<file path="config.mk">
export PLATFORM = sky130hd
export DESIGN_NAME = mux_2x1_rr_arbiter_flat
export DESIGN_NICKNAME = d
export VERILOG_FILES = /design/src/rtl/mux_2x1_rr_arbiter_if.sv /design/src/rtl/mux_2x1_rr_arbiter.sv /design/src/flat_wrapper.sv
export SDC_FILE = /design/constraint.sdc
export NUM_CORES = 1
export LEC_CHECK = 0
export CORE_UTILIZATION = 60
export DETAILED_ROUTE_END_ITERATION = 8
export DONT_BUFFER_PORTS = 1
export PLACE_DENSITY = 0.72
export SYNTH_ARGS = -nofsm -noshare
export SYNTH_HDL_FRONTEND = slang
export SYNTH_SLANG_ARGS = --single-unit
</file>
<file path="constraint.sdc">
create_clock -name clk -period 5.9 [get_ports clk]
set_input_delay 0.59 -clock clk [delete_from_list [all_inputs] [get_ports clk]]
set_output_delay 0.59 -clock clk [all_outputs]
set_load 0.05 [all_outputs]
</file>
<file path="src/rtl/mux_2x1_rr_arbiter_if.sv">
// Requester/downstream bundle for the 2:1 round-robin arbiter.
// master drives the requests and downstream ready; slave is the arbiter.
interface mux_2x1_rr_arbiter_if #(
   parameter int unsigned WIDTH = 8
);
   logic             req0;
   logic [WIDTH-1:0] i0;
   logic             last0;
   logic             req1;
   logic [WIDTH-1:0] i1;
   logic             last1;
   logic             out_ready;
   logic             gnt0;
   logic             gnt1;
   logic             s0;
   logic [WIDTH-1:0] y;
   logic             out_valid;

   modport master (
      output req0, i0, last0, req1, i1, last1, out_ready,
      input  gnt0, gnt1, s0, y, out_valid
   );

   modport slave (
      input  req0, i0, last0, req1, i1, last1, out_ready,
      output gnt0, gnt1, s0, y, out_valid
   );
endinterface

</file>
<file path="src/rtl/mux_2x1_rr_arbiter.sv">
// Packet-aware 2:1 round-robin arbiter driving a shared data mux.
// A grant is held until the owner's LAST beat or MAX_BEATS accepted beats.
module mux_2x1_rr_arbiter #(
   parameter int unsigned WIDTH     = 8,
   parameter int unsigned MAX_BEATS = 16
) (
   input logic                   clk,
   input logic                   rst,
   mux_2x1_rr_arbiter_if.slave   bus
);

   localparam int unsigned CNT_W = 8;
   localparam logic [CNT_W-1:0] LAST_CNT = CNT_W'(MAX_BEATS - 1);

   typedef enum logic [1:0] {
      IDLE = 2'd0,
      OWN0 = 2'd1,
      OWN1 = 2'd2
   } state_t;

   state_t           state_q;
   state_t           state_d;
   logic             gnt0_q;
   logic             gnt1_q;
   logic             s0_q;
   logic             pri_q;
   logic [CNT_W-1:0] cnt_q;

   logic             gnt0_d;
   logic             gnt1_d;
   logic             s0_d;
   logic             pri_d;
   logic [CNT_W-1:0] cnt_d;

   logic             out_valid_c;
   logic             accept_c;
   logic             own_last_c;
   logic             release_c;
   logic [WIDTH-1:0] y_mux;

   // Handshake qualifiers shared by next-state and output logic
   always_comb begin
      out_valid_c = (gnt0_q & bus.req0) | (gnt1_q & bus.req1);
      accept_c    = out_valid_c & bus.out_ready;
      own_last_c  = gnt1_q ? bus.last1 : bus.last0;
      release_c   = accept_c & (own_last_c | (cnt_q == LAST_CNT));
      y_mux       = s0_q ? bus.i1 : bus.i0;
   end

   // State and registered outputs
   always_ff @(posedge clk or posedge rst) begin
      if (rst) begin
         state_q <= IDLE;
         gnt0_q  <= 1'b0;
         gnt1_q  <= 1'b0;
         s0_q    <= 1'b0;
         pri_q   <= 1'b0;
         cnt_q   <= '0;
      end else begin
         state_q <= state_d;
         gnt0_q  <= gnt0_d;
         gnt1_q  <= gnt1_d;
         s0_q    <= s0_d;
         pri_q   <= pri_d;
         cnt_q   <= cnt_d;
      end
   end

   // Next state: on release, the other requester is the only criterion
   always_comb begin
      state_d = state_q;
      case (state_q)
         IDLE: begin
            if (bus.req0 && bus.req1) begin
               state_d = pri_q ? OWN1 : OWN0;
            end else if (bus.req0) begin
               state_d = OWN0;
            end else if (bus.req1) begin
               state_d = OWN1;
            end
         end
         OWN0: begin
            if (release_c) begin
               state_d = bus.req1 ? OWN1 : IDLE;
            end
         end
         OWN1: begin
            if (release_c) begin
               state_d = bus.req0 ? OWN0 : IDLE;
            end
         end
         default: state_d = IDLE;
      endcase
   end

   // Next values of registered outputs, priority pointer and beat counter
   always_comb begin
      gnt0_d = (state_d == OWN0);
      gnt1_d = (state_d == OWN1);
      s0_d   = s0_q;
      pri_d  = pri_q;
      cnt_d  = cnt_q;
      if (state_d == OWN1) begin
         s0_d = 1'b1;
      end else if (state_d == OWN0) begin
         s0_d = 1'b0;
      end
      if (state_d != state_q) begin
         cnt_d = '0;
         if (state_d == OWN0) begin
            pri_d = 1'b1;
         end else if (state_d == OWN1) begin
            pri_d = 1'b0;
         end
      end else if (accept_c) begin
         cnt_d = cnt_q + CNT_W'(1);
      end
   end

   assign bus.gnt0      = gnt0_q;
   assign bus.gnt1      = gnt1_q;
   assign bus.s0        = s0_q;
   assign bus.out_valid = out_valid_c;
   assign bus.y         = y_mux;

   a_excl_gnt: assert property (@(posedge clk) disable iff (rst)
      !(gnt0_q && gnt1_q));

   a_gnt_state: assert property (@(posedge clk) disable iff (rst)
      (gnt0_q == (state_q == OWN0)) && (gnt1_q == (state_q == OWN1)));

   a_cnt_range: assert property (@(posedge clk) disable iff (rst)
      cnt_q <= LAST_CNT);

endmodule

</file>
<file path="src/flat_wrapper.sv">
// flat-port wrapper written by rule: the top's interface ports become plain ports
module mux_2x1_rr_arbiter_flat 
#(
   parameter int unsigned WIDTH     = 8,
   parameter int unsigned MAX_BEATS = 16
)
  (clk, rst, bus_req0, bus_i0, bus_last0, bus_req1, bus_i1, bus_last1, bus_out_ready, bus_gnt0, bus_gnt1, bus_s0, bus_y, bus_out_valid);
  mux_2x1_rr_arbiter_if #(.WIDTH(WIDTH)) bus_i ();
  input logic clk;
  input logic rst;
  input wire logic [$bits(bus_i.req0)-1:0] bus_req0;
  input wire logic [$bits(bus_i.i0)-1:0] bus_i0;
  input wire logic [$bits(bus_i.last0)-1:0] bus_last0;
  input wire logic [$bits(bus_i.req1)-1:0] bus_req1;
  input wire logic [$bits(bus_i.i1)-1:0] bus_i1;
  input wire logic [$bits(bus_i.last1)-1:0] bus_last1;
  input wire logic [$bits(bus_i.out_ready)-1:0] bus_out_ready;
  output wire logic [$bits(bus_i.gnt0)-1:0] bus_gnt0;
  output wire logic [$bits(bus_i.gnt1)-1:0] bus_gnt1;
  output wire logic [$bits(bus_i.s0)-1:0] bus_s0;
  output wire logic [$bits(bus_i.y)-1:0] bus_y;
  output wire logic [$bits(bus_i.out_valid)-1:0] bus_out_valid;
  assign bus_i.req0 = bus_req0;
  assign bus_i.i0 = bus_i0;
  assign bus_i.last0 = bus_last0;
  assign bus_i.req1 = bus_req1;
  assign bus_i.i1 = bus_i1;
  assign bus_i.last1 = bus_last1;
  assign bus_i.out_ready = bus_out_ready;
  assign bus_gnt0 = bus_i.gnt0;
  assign bus_gnt1 = bus_i.gnt1;
  assign bus_s0 = bus_i.s0;
  assign bus_y = bus_i.y;
  assign bus_out_valid = bus_i.out_valid;
  mux_2x1_rr_arbiter #(.WIDTH(WIDTH), .MAX_BEATS(MAX_BEATS)) u_core (.clk(clk), .rst(rst), .bus(bus_i));
endmodule
</file>
**Word-level counts from Yosys, hierarchy flattened**

Index checks and enable logic that the tools add are counted.

- Reductions and logical operators: 5
- Add/subtract/negate cells: 1
- Multiplexer cells: 17
- Equality and inequality tests: 6
- Bitwise gates (word level): 6

Operator list:

| cell | number |
|---|---|
| $mux 8 | 3 |
| $mux 2 | 7 |
| $add 8x1->8 const B | 1 |
| $eq 8x4->1 const B | 1 |
| $mux 1 | 6 |
| $pmux 2 s3 | 1 |
| $and 1x1->1 | 4 |
| $eq 2x1->1 const B | 2 |
| $eq 2x2->1 const B | 2 |
| $reduce_bool 2->1 | 2 |
| $logic_not 2->1 | 1 |
| $ne 2x2->1 | 1 |
| $or 1x1->1 | 2 |
| $reduce_and 2->1 | 1 |
| $logic_and 1x1->1 | 1 |

- Bits in registers: 14
- Logic and storage cells: 41

**Depth between registers and ports, before layout**

- Depth after elaboration: 9
- Depth in mapped cells: 9
- Mapped depth without buffers: 9

**Least setup slack after synthesis**

OpenSTA, ideal clock, no wires.

- Path kind: reg-to-reg
- Start: register u_core.gnt1_q (netlist: u_core.bus.gnt1)
- End: register u_core.pri_q
- Stages on the path, launching flop included: 10
- Arrival: 3.047 ns
- Clock period less this slack: 3.133 ns
- Slack: 2.767 ns
- Cells stage by stage: dfrtp_1 a22oi_1 inv_1 and2_0 a21boi_0 a211o_1 ha_1 or2b_2 or4_1 o211ai_1

- Longest elaborated chain between the ends: 9
- Elaborated cells between the ends (all ways): 15
- Classes of those cells: eq/ne (3); mux (5); bitwise (5); reduce/logical (2)

RTL lines:

| element | RTL line | RTL |
|---|---|---|
| start: declaration | mux_2x1_rr_arbiter.sv:24 | `logic gnt1_q;` |
| start signal: assignment | mux_2x1_rr_arbiter.sv:62 | `gnt1_q <= gnt1_d;` |
| $and 1x1->1 * | mux_2x1_rr_arbiter.sv:43 | `out_valid_c = (gnt0_q & bus.req0) \| (gnt1_q & bus.req1);` |
| $or 1x1->1 * | mux_2x1_rr_arbiter.sv:43 |  |
| net bus_out_valid | flat_wrapper.sv:22 | `output wire logic [$bits(bus_i.out_valid)-1:0] bus_out_valid;` |
| $and 1x1->1 * | mux_2x1_rr_arbiter.sv:44 | `accept_c = out_valid_c & bus.out_ready;` |
| $and 1x1->1 * | mux_2x1_rr_arbiter.sv:46 | `release_c = accept_c & (own_last_c \| (cnt_q == LAST_CNT));` |
| $mux 2, on equally long branches | mux_2x1_rr_arbiter.sv:88, mux_2x1_rr_arbiter.sv:83 |  |
| $pmux 2 s3 * | mux_2x1_rr_arbiter.sv:72 | `case (state_q)` |
| $eq 2x2->1 or $eq 2x1->1 (tied branches) | mux_2x1_rr_arbiter.sv:112, mux_2x1_rr_arbiter.sv:110 |  |
| $reduce_bool 2->1 (no source line) | -- |  |
| $reduce_and 2->1 (no source line) | -- |  |
| end signal: assignment | mux_2x1_rr_arbiter.sv:64 | `pri_q <= pri_d;` |
| end: declaration | mux_2x1_rr_arbiter.sv:26 | `logic pri_q;` |

The timed path passes the listed nets; every way through them passes the cells marked *.
A chain may end at the register's enable or synchronous reset.

**Worst setup path in the final report**

Same ends and word-level chain as after synthesis.

==> metrics.json <==
{
  "detailed_routing": {
    "initialDrtViolationCount": 14,
    "drtAntennaViolNets": 0,
    "aggregate_routed_wire_length_um": 1745,
    "drt-wirelength-per-cell_um": 16.31,
    "dr.pass1.iters": 4,
    "vias": 694,
    "drc_errors": 0,
    "viasPerCell": 6.486
  },
  "critical_path": {
    "r2r.worst_path.cells": 9,
    "setup.worst_path.class": "register to register",
    "crit_chain": "a22oi_1 > inv_1 > and2_0 > a21boi_0 > a211o_1 > ha_1 > or2b_2 > or4_1 > o211ai_1",
    "critPathLaunch": "u_core.bus.gnt1$_DFF_PP0_",
    "kind_of_cell_adding_the_most_delay_to_the_critical_path": "simple AND/OR/NAND/NOR gates",
    "worst_ep_arrival_time_ns": 3.58,
    "worst-path-max-fanout": 6,
    "r2r_start": "u_core.bus.gnt1$_DFF_PP0_",
    "critical_path.n_buffers_inverters": 1,
    "crit_slowest_cell": "dfrtp_1",
    "rr_endpoint": "u_core.pri_q$_DFFE_PP0P_",
    "reg2reg_setup_slack_ns": 2.53,
    "worstSetupEndpointType": "register",
    "critical-path-max-stage-delay_ns": 0.68,
    "critPathRequiredTime_ns": 6.11,
    "critical_path.startpoint_type": "register"
  },
  "sta": {
    "timing.slew.headroom_pct": 51.37,
    "layout_worst_path_cycle_share_pct": 57.15,
    "timing.final.crit_period_ns": 3.372,
    "fin_ws_ns": 2.528,
    "finalHoldViolations": 0,
    "maxSlewViolCount": 0,
    "tightest_slew_ns": 0.7294,
    "finalClockSkew_ns": 0.003272,
    "rsz0062_at_grt": "false",
    "setup_violations": 0,
    "fmax_ghz": 0.2966,
    "fin_tns_setup_ns": 0
  },
  "cts": {
    "clkTransAtPathRegs_ns": 0.08,
    "cts.sink_count": 14,
    "tritoncts": "built",
    "post_cts_setup_repair_bufs": 0,
    "cts.root.buffer_cell": "clkbuf_4",
    "post_cts_hold_buffer_count": 0,
    "clock_latency_ns": 0.29,
    "htreeDepth": 1,
    "cts_resized": 0,
    "cts_inserted_buffers": 3,
    "cts-root-to-sink-buffers": 2
  },
  "logic_synthesis": {
    "synthCells": 90,
    "synth.cell_area_um2": 885.9,
    "seq_area_frac_synth_pct": 39.55,
    "synth_edf_count": 0,
    "yosysWarningCount": 0,
    "ff_latch_count_synth": 14,
    "synthesis.nets": 116,
    "syn_area_per_cell_um2": 9.843,
    "yosys_most_used_dff": "dfrtp_1",
    "synth-async-reset-ratio_pct": 100.0,
    "ys_types": 35
  },
  "finish": {
    "antenna_diode_count": 0,
    "final_design_area_no_fill_um2": 933.4,
    "drive_gt1_share_pct": 17.39,
    "post_layout_nonfiller_instances": 107,
    "area_delta_synth_final_pct": 5.367,
    "nets": 119
  },
  "placed_design": {
    "place_area_um2": 897.1,
    "dpl.hpwl_um": 1383,
    "setup_slack_after_placement_ns": 2.552,
    "globalplace.congestion": 0.7994,
    "post-place-cells": 103,
    "port_buffers": 0
  },
  "grt": {
    "globalRoute.totalOverflow": 0,
    "global_route_wire_length_before_repair_um": 2490,
    "antenna_found_initial": 0,
    "grt_pass1_vias": 624,
    "total_routing_usage_gr_pct": 23.67,
    "grt_start_max_net_pins": 15
  },
  "die": {
    "core_region_area_mm2": 0.001334,
    "io-pin-count": 35,
    "die_area_mm2": 0.001634,
    "die_x_um": 40.43,
    "initial_core_util_pct": 66.42,
    "die_height_um": 40.43,
    "placementRows": 13
  },
  "hold_path": {
    "min_path_type": "input port to asynchronous set/reset pin"
  },
  "pwr": {
    "total_leakage_power_uw": 0.0003877,
    "pwr_density_cell_mw_per_mm2": 462.9,
    "vdd_drop_max_v": 0.0003461
  },
  "run": {
    "drv_cap": 0
  },
  "outcome": {
    "outcome": "complete, no violations"
  }
}
[synth_stat cells (2+ instances only)]
cell	count	share of area [%]
ha_1	3	4.2
or4_1	2	1.7
a21oi_1	9	5.1
xnor2_1	4	4.0
o21ai_0	3	1.7
nand3_1	5	2.8
dfrtp_1	14	40
mux2_2	9	11
inv_1	2	0.85
nand4_1	3	2.1
mux2i_1	2	2.3
and3_1	2	1.4
xor2_1	3	3.0
nor2b_1	2	1.4
nor2_1	3	1.3
nand2_1	4	1.7
nor4_1	2	1.4
[through the flow]
step                      util (%)  hold WS, ns  total power [µW]
after CTS                    69.98       0.2371             435.2
after global placement       67.26       0.5444             358.0
final                        69.98       0.2261             432.1
after global routing         69.98       0.2698             460.3
after detailed placement     67.26       0.5525             363.5
after floorplan                  -       0.4792             330.3
[worst max-delay path by stage]
stage	end	slack, ns	cells after the start
3_3_place_gp	u_core.pri_q$_DFFE_PP0P_	2.65	9
6_report	u_core.pri_q$_DFFE_PP0P_	2.53	9
4_1_cts	u_core.pri_q$_DFFE_PP0P_	2.53	9
5_1_grt	u_core.pri_q$_DFFE_PP0P_	2.28	9
2_1_floorplan	u_core.pri_q$_DFFE_PP0P_	2.77	9
3_5_place_dp	u_core.pri_q$_DFFE_PP0P_	2.55	9
[state kept, by name (all words and copies together), names as in the netlist]
register         count
u_core.bus.gnt1      1
u_core.state_q       2
u_core.bus.s0        1
u_core.cnt_q         8
u_core.pri_q         1
u_core.bus.gnt0      1
[placed cells by master, fill, tap and decap left out, drive strengths merged, types with 2 or more instances in the layout]
| cell | count |
|---|---|
| clkbuf | 4 |
| xnor2 | 4 |
| ha | 3 |
| nand3 | 5 |
| xor2 | 3 |
| o21ai | 4 |
| inv | 2 |
| and3 | 2 |
| mux2i | 2 |
| mux2 | 9 |
| and2 | 2 |
| nor2b | 2 |
| dfrtp | 14 |
| nand2 | 4 |
| a21oi | 9 |
| nor4 | 2 |
| or4 | 3 |
| nand4 | 3 |
| nor2 | 3 |
[power by group]
part | total [µW] | internal (µW) | switching, µW | leakage, µW
clock network | 69.5 | 37.6 | 31.9 | 0.0000210
registers | 173 | 118 | 55.3 | 0.000187
logic | 190 | 71.4 | 118 | 0.000180
[logic make-up after synthesis]
logic type      Yosys count  share of synthesized area [%]
flops                    14                          39.55
xor+xnor                  7                          6.921
compound gates           20                          13.56
buf+inv                   4                          1.694
simple gates             31                          20.34
fa+ha+maj                 3                          4.238
mux                      11                          13.70
[routing by layer]
metal / routed length (µm) / track usage [%] / part of all wire (%)
met2: 923 / 45.63 / 53
met5: 0 / 0 / 0
met1: 684 / 24.14 / 39
met4: 29 / 10.00 / 1.7
met3: 107 / 4.444 / 6.1
[worst reg2reg max path, stage by stage, from the launching register on]
cell and delay, ns:
dfrtp_1 0.68, a22oi_1 0.25, inv_1 0.46, and2_0 0.33
a21boi_0 0.18, a211o_1 0.26, ha_1 0.32, or2b_2 0.31
or4_1 0.40, o211ai_1 0.10
[area by class of cell]
| type | count | area, µm² |
|---|---|---|
| fillers | 110 | 400.4 |
| well taps | 15 | 18.77 |
| flip-flops and latches | 14 | 350.3 |
| inverters | 2 | 7.507 |
| multi-input cells | 72 | 520.5 |
| clock buffers | 4 | 36.28 |
Power figures use the tool's default switching activity.
